$ cat src/rtl/soc_system_mutex_pkg.sv
`default_nettype none
// ============================================================================
// Module   : soc_system_mutex_pkg
// Brief    : Shared types and constants for the Avalon-MM hardware mutex client.
// Revision : 1.0
// ============================================================================
package soc_system_mutex_pkg;

    typedef enum logic [2:0] {
        ST_IDLE    = 3'd0,
        ST_CLAIM   = 3'd1,
        ST_CHECK   = 3'd2,
        ST_BACKOFF = 3'd3,
        ST_HELD    = 3'd4,
        ST_FREE    = 3'd5
    } state_t;

    // Field positions within the 32-bit mutex word {owner, value}
    localparam int OWNER_MSB = 31;
    localparam int OWNER_LSB = 16;
    localparam int VALUE_MSB = 15;
    localparam int VALUE_LSB = 0;

    localparam logic MUTEX_ADDR = 1'b0;
    localparam logic RESET_ADDR = 1'b1;

endpackage
`default_nettype wire

$ cat src/rtl/soc_system_mutex_client.sv
`default_nettype none
// ============================================================================
// Module   : soc_system_mutex_client
// Brief    : Acquires/releases the Avalon-MM hardware mutex for fabric logic
//            via claim-write, read-back, compare, backoff and retry.
// Revision : 1.0
// ============================================================================
module soc_system_mutex_client
    import soc_system_mutex_pkg::*;
#(
    parameter logic [15:0] OWNER_ID       = 16'h0001,
    parameter logic [15:0] LOCK_VALUE     = 16'h0001,
    parameter logic [7:0]  BACKOFF_CYCLES = 8'd8,
    parameter logic [7:0]  MAX_RETRIES    = 8'd0
) (
    input  logic        clk,
    input  logic        reset_n,
    input  logic        acquire,
    input  logic        release_req,
    output logic        locked,
    output logic        busy,
    output logic        fail,
    output logic [15:0] owner_seen,
    output logic        avm_address,
    output logic        avm_chipselect,
    output logic        avm_read,
    output logic        avm_write,
    output logic [31:0] avm_writedata,
    input  logic [31:0] avm_readdata,
    input  logic        avm_waitrequest
);

    localparam logic [31:0] CLAIM_WORD = {OWNER_ID, LOCK_VALUE};
    localparam logic [31:0] FREE_WORD  = {OWNER_ID, 16'h0000};

    state_t      state_q,      state_d;
    logic [7:0]  retry_q,      retry_d;
    logic [7:0]  backoff_q,    backoff_d;
    logic [15:0] owner_seen_q, owner_seen_d;
    logic        fail_q,       fail_d;
    logic        locked_q,     locked_d;
    logic [7:0]  retry_inc;

    always_ff @(posedge clk or negedge reset_n) begin
        if (!reset_n) begin
            state_q      <= ST_IDLE;
            retry_q      <= 8'd0;
            backoff_q    <= 8'd0;
            owner_seen_q <= 16'd0;
            fail_q       <= 1'b0;
            locked_q     <= 1'b0;
        end else begin
            state_q      <= state_d;
            retry_q      <= retry_d;
            backoff_q    <= backoff_d;
            owner_seen_q <= owner_seen_d;
            fail_q       <= fail_d;
            locked_q     <= locked_d;
        end
    end

    // Saturating so a huge MAX_RETRIES never sees the count wrap past it
    assign retry_inc = (retry_q == 8'hFF) ? retry_q : retry_q + 8'd1;

    always_comb begin
        state_d      = state_q;
        retry_d      = retry_q;
        backoff_d    = backoff_q;
        owner_seen_d = owner_seen_q;
        fail_d       = 1'b0;
        // Registered one cycle behind HELD so it rises after the mutex confirms
        locked_d     = (state_q == ST_HELD);

        case (state_q)
            ST_IDLE: begin
                if (acquire) begin
                    state_d = ST_CLAIM;
                    retry_d = 8'd0;
                end
            end
            ST_CLAIM: begin
                if (!avm_waitrequest) state_d = ST_CHECK;
            end
            ST_CHECK: begin
                if (!avm_waitrequest) begin
                    if (avm_readdata == CLAIM_WORD) begin
                        state_d = ST_HELD;
                    end else begin
                        owner_seen_d = avm_readdata[OWNER_MSB:OWNER_LSB];
                        retry_d      = retry_inc;
                        if ((MAX_RETRIES != 8'd0) && (retry_inc == MAX_RETRIES)) begin
                            state_d = ST_IDLE;
                            fail_d  = 1'b1;
                        end else begin
                            state_d   = ST_BACKOFF;
                            backoff_d = BACKOFF_CYCLES - 8'd1;
                        end
                    end
                end
            end
            ST_BACKOFF: begin
                if (backoff_q == 8'd0) state_d = ST_CLAIM;
                else                   backoff_d = backoff_q - 8'd1;
            end
            ST_HELD: begin
                if (release_req) state_d = ST_FREE;
            end
            ST_FREE: begin
                if (!avm_waitrequest) state_d = ST_IDLE;
            end
            default: state_d = ST_IDLE;
        endcase
    end

    // Bus strobes are a pure decode of the state register
    always_comb begin
        avm_chipselect = 1'b0;
        avm_read       = 1'b0;
        avm_write      = 1'b0;
        avm_writedata  = 32'd0;
        case (state_q)
            ST_CLAIM: begin
                avm_chipselect = 1'b1;
                avm_write      = 1'b1;
                avm_writedata  = CLAIM_WORD;
            end
            ST_CHECK: begin
                avm_chipselect = 1'b1;
                avm_read       = 1'b1;
            end
            ST_FREE: begin
                avm_chipselect = 1'b1;
                avm_write      = 1'b1;
                avm_writedata  = FREE_WORD;
            end
            default: ;
        endcase
    end

    assign avm_address = MUTEX_ADDR;
    assign busy        = (state_q == ST_CLAIM) || (state_q == ST_CHECK) ||
                         (state_q == ST_BACKOFF) || (state_q == ST_FREE);
    assign locked      = locked_q;
    assign fail        = fail_q;
    assign owner_seen  = owner_seen_q;

endmodule
`default_nettype wire

$ cat config.mk
export PLATFORM = sky130hd
export DESIGN_NAME = soc_system_mutex_client
export DESIGN_NICKNAME = d
export VERILOG_FILES = /design/src/rtl/soc_system_mutex_pkg.sv /design/src/rtl/soc_system_mutex_client.sv
export SDC_FILE = /design/constraint.sdc
export NUM_CORES = 1
export LEC_CHECK = 0
export CORE_ASPECT_RATIO = 2
export CORE_MARGIN = 2
export CORE_UTILIZATION = 42
export CTS_BUF_LIST = sky130_fd_sc_hd__clkbuf_8 sky130_fd_sc_hd__clkbuf_16
export CTS_CLUSTER_SIZE = 40
export DETAILED_ROUTE_END_ITERATION = 6
export GPL_ROUTABILITY_DRIVEN = 0
export GPL_TIMING_DRIVEN = 0
export PLACE_DENSITY = 0.85
export SYNTH_ARGS = -nofsm -noshare
export SYNTH_HDL_FRONTEND = slang
export SYNTH_SLANG_ARGS = --single-unit
$ cat constraint.sdc
create_clock -name clk -period 3.3 [get_ports clk]
set_clock_uncertainty 0.05 [all_clocks]
set_input_delay 0.66 -clock clk [delete_from_list [all_inputs] [get_ports clk]]
set_output_delay 0.66 -clock clk [all_outputs]
set_load 0.05 [all_outputs]
==> results of run 1 <==
## registers in the layout, indices dropped and copies added (netlist names)
| register | cells |
|---|---|
| backoff_q | 8 |
| locked | 1 |
| owner_seen | 16 |
| state_q | 3 |
## cells by family (layout without fill, tap and decap cells)
| logic type | Yosys count | after routing | share of synthesized area (%) |
|---|---|---|---|
| buf+inv | 45 | 108 | 18.5 |
| simple gates | 45 | 45 | 15.9 |
| flops | 28 | 28 | 40.7 |
| other cells | 1 | 32 | 0.218 |
| compound gates | 21 | 21 | 9.60 |
| mux | 17 | 17 | 13.7 |
| fa+ha+maj | 2 | 2 | 1.45 |
## worst paths after layout
path / startpoint / to / cells after the start
max: state_q[1]$_DFFE_PN0P_ / avm_writedata[16] / 6
min: reset_n / backoff_q[4]$_DFFE_PN0P_ / 1
max reg2reg: backoff_q[0]$_DFFE_PN0P_ / backoff_q[0]$_DFFE_PN0P_ / 6
min reg2reg: owner_seen[8]$_DFFE_PN0P_ / owner_seen[8]$_DFFE_PN0P_ / 1
max in group asynchronous: reset_n / owner_seen[0]$_DFFE_PN0P_ / 1
min in group clk: owner_seen[8]$_DFFE_PN0P_ / owner_seen[8]$_DFFE_PN0P_ / 1
## layout make-up
type / count / area [sq um] / share of cell area (%)
inverters: 7 / 26.3 / 1.03
flip-flops and latches: 28 / 701 / 27.6
clock buffers: 4 / 55.1 / 2.17
multi-input cells: 117 / 818 / 32.2
repair buffers: 59 / 586 / 23.0
well taps: 52 / 65.1 / 2.56
plain buffers: 38 / 292 / 11.5
## layout by cell type (no fill, tap or decap), types with 3 or more instances in the layout
cell type / n
clkbuf_8: 4
nor4b_1: 3
nor3_1: 3
buf_4: 33
nor4_1: 6
dfrtp_1: 28
mux2_4: 12
mux2_2: 4
nand2_1: 4
nor2_1: 10
clkdlybuf4s50_1: 58
a22oi_1: 3
o2bb2ai_1: 3
a21oi_1: 6
inv_1: 7
conb_1: 32
## stage by stage
step,hold WS [ps],instance area [sq um],instances,setup slack (ps)
2_1_floorplan,314,1840,190,1210
3_3_place_gp,439,2490,301,468
3_5_place_dp,441,2490,301,399
4_1_cts,466,2550,305,462
5_1_grt,384,2540,305,317
6_report,330,2540,305,459
## power groups by stage
| stage | Sequential [W] | Combinational, W | Clock [W] |
|---|---|---|---|
| detailed placement | 0.000608 | 0.00146 | 0 |
| floorplan | 0.000945 | 0.000701 | 0 |
| global placement | 0.000601 | 0.00144 | 0 |
| global route | 0.000629 | 0.00154 | 0.000225 |
| finish | 0.000605 | 0.00146 | 0.000213 |
| CTS | 0.000606 | 0.00147 | 0.000217 |
## metal layers
| metal | global-route usage [%] | routed length [microns] | up-vias |
|---|---|---|---|
| met2 | 26.9 | 1780 | 65 |
| met5 | 0 | 0 | - |
| met1 | 19.4 | 1460 | 647 |
| met4 | 5.95 | 42 | 0 |
| li1 | - | - | 689 |
| met3 | 4.91 | 350 | 4 |
==> impl_results.md, run 1 <==
* Fillers at 343
* Sequential share of power at 26.6%
* Hold-fix buffers, CTS at 0
* Crit share post-route at 86.1%
* DRC errors left at 0
* Cell count after synthesis at 159
* Worst-Skew Late Latency at 270 ps
* Die Y at 94.5 microns
* CTS Root Cell: clkbuf_8
* Crit path time final at 2840 ps
* Reg2reg setup slack at 1440 ps
* P_sw at 0.00109 W
* Clk pwr share at 9.4%
* Vias in the first global route at 1375
* Internal power at 0.00118 W
* Seq cells post-synth at 28
* Arrival time at the worst endpoint at 2130 ps
* Syn Area/Cell at 10.8 sq um
* Finished Core Util at 63.5%
* Register area share after synthesis at 40.7%
* Max clock buf depth at 2
* ANT cells at 0
* Worst endpoint required time at 2590 ps
* Gate power share at 64.1%
* CP max stage cell: clkdlybuf4s50_1
* Peak supply drop at 736 uV
* Post-Synthesis Cell Area at 1720 sq um
* Most area-consuming cells after synthesis: dfrtp_1, buf_4, mux2_4
* Post-synth cell types at 42
* Half-perimeter wire length after placement at 2940 microns
* Switching Fraction at 48.0%
* Final setup vio count at 0
* Power per Cell Area at 895 nW/um^2
* Post-synth EDFFs at 0
* Final antenna-violating net count at 0
* CTS H-tree lvls at 1
* Crit path launch type: flip-flop
* Core area at 4010 sq um
* FP Rows at 33
* CTS buffer count at 3
* First-pass GRT wire length at 6040 microns
* DRT Pass-1 Iters at 4
* Gr usage total at 16.1%
* Cell chain of the critical path: clkbuf_1, inv_1, nand2_1, inv_1, buf_4, clkdlybuf4s50_1
* Max-cap violations at 0
* Via density at 4.61
* IO buf count at 59
* Wire length per cell at 11.9 microns
* Largest net degree at the start of global routing at 29
* Tightest Pin Transition at 604 ps
* Count leader, synth: buf_4
* Unrepaired setup endpoints after global routing: no
* Synth top cells by count: buf_4, dfrtp_1, mux2_4
* Clock sinks at 28
* Final hold vios at 0
* CP most frequent cell: inv_1
* Synth warn at 0
* Cell taking the most area after synthesis: dfrtp_1
* Slew margin rel. at 59.7%
* I/O pin cnt at 92
* Top_reg_cell synth: dfrtp_1
* Setup crit end kind: output port
* Leak Pwr at 1.22 nW
* CTS tree: yes
* Post-cts gate resize count at 0
* Overall Power at 0.00228 W
* Crit path max-delay family: buffers and inverters
* Final Net Count at 293
* Final wirelength at 3640 microns
* Initial antenna violation count at 0
* Max FO, Critical Path at 10
* DR iter-0 viols at 23
* Clock transition at path regs at 90 ps
* Synth top area share at 40.7%
* Area delta synth->final at 47.8%
* Critical path class: reg2out
* Status: finished clean
* Die area at 4660 sq um
* Share of cells above drive strength 1 at 25.3%
* Via count at 1405
* CP bufs+invs at 5
* Asr flop ratio synth at 100%
* Max stage delay on crit path at 690 ps
* Die X at 49.3 microns
* Fin Setup TNS at 0 ps
* Post-CTS Setup Inserts at 0
* Initial Utilization at 43.0%
* Fmax at 352 MHz
* Worst hold path type: in2async
* Final Max Slew Viols at 0
* Gr ovfl total at 0
Note: power is estimated with default switching activity, not from simulation.
==> run 2: changes to the inputs <==
--- a/config.mk
+++ b/config.mk
@@ -7,13 +7,13 @@
 export LEC_CHECK = 0
 export CORE_ASPECT_RATIO = 2
 export CORE_MARGIN = 2
-export CORE_UTILIZATION = 42
-export CTS_BUF_LIST = sky130_fd_sc_hd__clkbuf_8 sky130_fd_sc_hd__clkbuf_16
+export CORE_UTILIZATION = 44
+export CTS_BUF_LIST = sky130_fd_sc_hd__clkbuf_4 sky130_fd_sc_hd__clkbuf_8
 export CTS_CLUSTER_SIZE = 40
 export DETAILED_ROUTE_END_ITERATION = 6
 export GPL_ROUTABILITY_DRIVEN = 0
 export GPL_TIMING_DRIVEN = 0
-export PLACE_DENSITY = 0.85
+export PLACE_DENSITY = 0.89
 export SYNTH_ARGS = -nofsm -noshare
 export SYNTH_HDL_FRONTEND = slang
 export SYNTH_SLANG_ARGS = --single-unit
==> run 2 against run 1 <==
  * Cell count fell by 0.33%
  * Clock-buffer cell count fell by 1
  * Worst hold slack improved by 11 ps
  * Setup slack got worse by 25 ps
  * Global-route usage rose by 3.5 points
  * Largest power group unchanged
==> impl_results.md, run 2 (synthesis results as in run 1) <==
* Status: finished clean
* DR iter-0 viols at 19 (-17%)
* Half-perimeter wire length after placement at 3280 microns (+11%)
* Gr usage total at 19.7% (+3.5 points)
* ANT cells at 0 (unchanged)
* Area delta synth->final at 48.7%
* Crit share post-route at 86.9% (+0.77 points)
* Clock sinks at 28 (unchanged)
* Arrival time at the worst endpoint at 2160 ps (+30 ps)
* Die X at 48.2 microns (-2.1%)
* Tightest Pin Transition at 647 ps (+42.9 ps)
* Crit path time final at 2870 ps (+25.5 ps)
* Vias in the first global route at 1512 (+10%)
* Reg2reg setup slack at 1370 ps (-70 ps)
* CTS buffer count at 3 (unchanged)
* First-pass GRT wire length at 6410 microns (+6.1%)
* Power per Cell Area at 920 nW/um^2 (+2.7%)
* Clock transition at path regs at 100 ps (about the same)
* Share of cells above drive strength 1 at 25.3% (unchanged)
* Via count at 1416 (+0.78%)
* Post-Place Cell Area at 2490 sq um (about the same)
* Die area at 4460 sq um (-4.3%)
* Worst-Skew Late Latency at 280 ps (about the same)
* Initial antenna violation count at 0 (unchanged)
* Final antenna-violating net count at 0 (unchanged)
* CTS H-tree lvls at 1 (unchanged)
* Largest net degree at the start of global routing at 29 (unchanged)
* Slew margin rel. at 56.9% (-2.9 points)
* Critical path class: reg2out
* Max FO, Critical Path at 10 (unchanged)
* Fin area at 2560 sq um (+0.59%)
* R2r endpoint: backoff_q[0]$_DFFE_PN0P_
* Largest register FFs at 16 (unchanged)
* Post-CTS Setup Inserts at 0 (unchanged)
* Gr ovfl total at 0 (unchanged)
* CTS tree: yes
* Final wirelength at 3990 microns (+9.7%)
* Most common cell after layout, fill and taps aside: clkdlybuf4s50_1
* Worst hold path type: in2async
* Max-cap violations at 0 (unchanged)
* R2r worst-path depth at 6 (unchanged)
* Final Net Count at 293 (unchanged)
* Max clock buf depth at 2 (unchanged)
* FP Rows at 32 (-3.0%)
* Leak Pwr at 1.23 nW (+0.57%)
* Unrepaired setup endpoints after global routing: no
* I/O pin cnt at 92 (unchanged)
* Post-cts gate resize count at 0 (unchanged)
* Die Y at 92.4 microns (-2.2%)
* Via density at 4.66 (+1.1%)
* DRT Pass-1 Iters at 4 (unchanged)
* Core area at 3800 sq um (-5.0%)
* Final Max Slew Viols at 0 (unchanged)
* Final hold vios at 0 (unchanged)
* Overall Power at 0.00235 W (+3.4%)
* Fmax at 349 MHz (-0.89%)
* Setup crit end kind: output port
* Hold-fix buffers, CTS at 0 (unchanged)
* Crit path launch type: flip-flop
* CTS Root Cell: clkbuf_8
* Final setup vio count at 0 (unchanged)
* Most frequent cells in the layout: clkdlybuf4s50_1, buf_4, conb_1, dfrtp_1, mux2_4
* Final hold slack at 341 ps (+10.7 ps)
* Peak supply drop at 631 uV (-14%)
* DRC errors left at 0 (unchanged)
* Wire length per cell at 13.1 microns (+10%)
* Worst endpoint required time at 2590 ps (about the same)
* Fin Setup TNS at 0 ps (unchanged)
* Origin of the critical flop-to-flop path: backoff_q[0]$_DFFE_PN0P_
* IO buf count at 59 (unchanged)
* Initial Utilization at 45.2% (+2.3 points)
==> run 2: power by group <==
group / leakage, nW / internal (W) / switching (W) / total [W]
clock network: 0.0357 / 0.000163 / 0.000114 / 0.000276
registers: 0.340 / 0.000496 / 0.000111 / 0.000608
logic: 0.851 / 0.000580 / 0.000889 / 0.00147
total: 1.23 / 0.00124 / 0.00111 / 0.00235
==> run 2: final cells by class <==
| class | count | area [sq um] |
|---|---|---|
| clock buffer | 3 | 41.3 |
| buffer | 38 | 292 |
| fill | 279 | 1250 |
| clock inverter | 1 | 30.0 |
| tap | 51 | 63.8 |
| inverter | 7 | 26.3 |
| multi-input combinational | 117 | 818 |
| timing repair buffer | 59 | 586 |
| sequential | 28 | 701 |
==> run 2: routing by layer <==
layer  track usage (%)  share of wire, %
met5                 0                 0
met1              19.4                31
met3              4.29               8.1
met2              36.4                60
met4              6.53               1.2
==> run 2: critical path: stages (launching register included) <==
cell             delay [ps]
dfrtp_1                 370
clkbuf_1                340
inv_1                   140
nand2_1                 150
inv_1                    70
buf_4                   120
clkdlybuf4s50_1         690
==> run 2: how the worst max path moves through the flow <==
stage | from | to
finish | state_q[1]$_DFFE_PN0P_ | avm_writedata[16]
global route | state_q[1]$_DFFE_PN0P_ | avm_writedata[16]
detailed placement | avm_readdata[31] | owner_seen[7]$_DFFE_PN0P_
global placement | avm_readdata[31] | owner_seen[6]$_DFFE_PN0P_
CTS | state_q[1]$_DFFE_PN0P_ | avm_writedata[16]
floorplan | state_q[1]$_DFFE_PN0P_ | avm_writedata[0]
==> run 2: metrics by stage <==
step	setup WS (ps)	util [%]	std cells
2_1_floorplan	1210	-	190
3_3_place_gp	303	65.5	300
3_5_place_dp	237	65.5	300
4_1_cts	455	67.4	304
5_1_grt	358	67.2	304
6_report	434	67.2	304
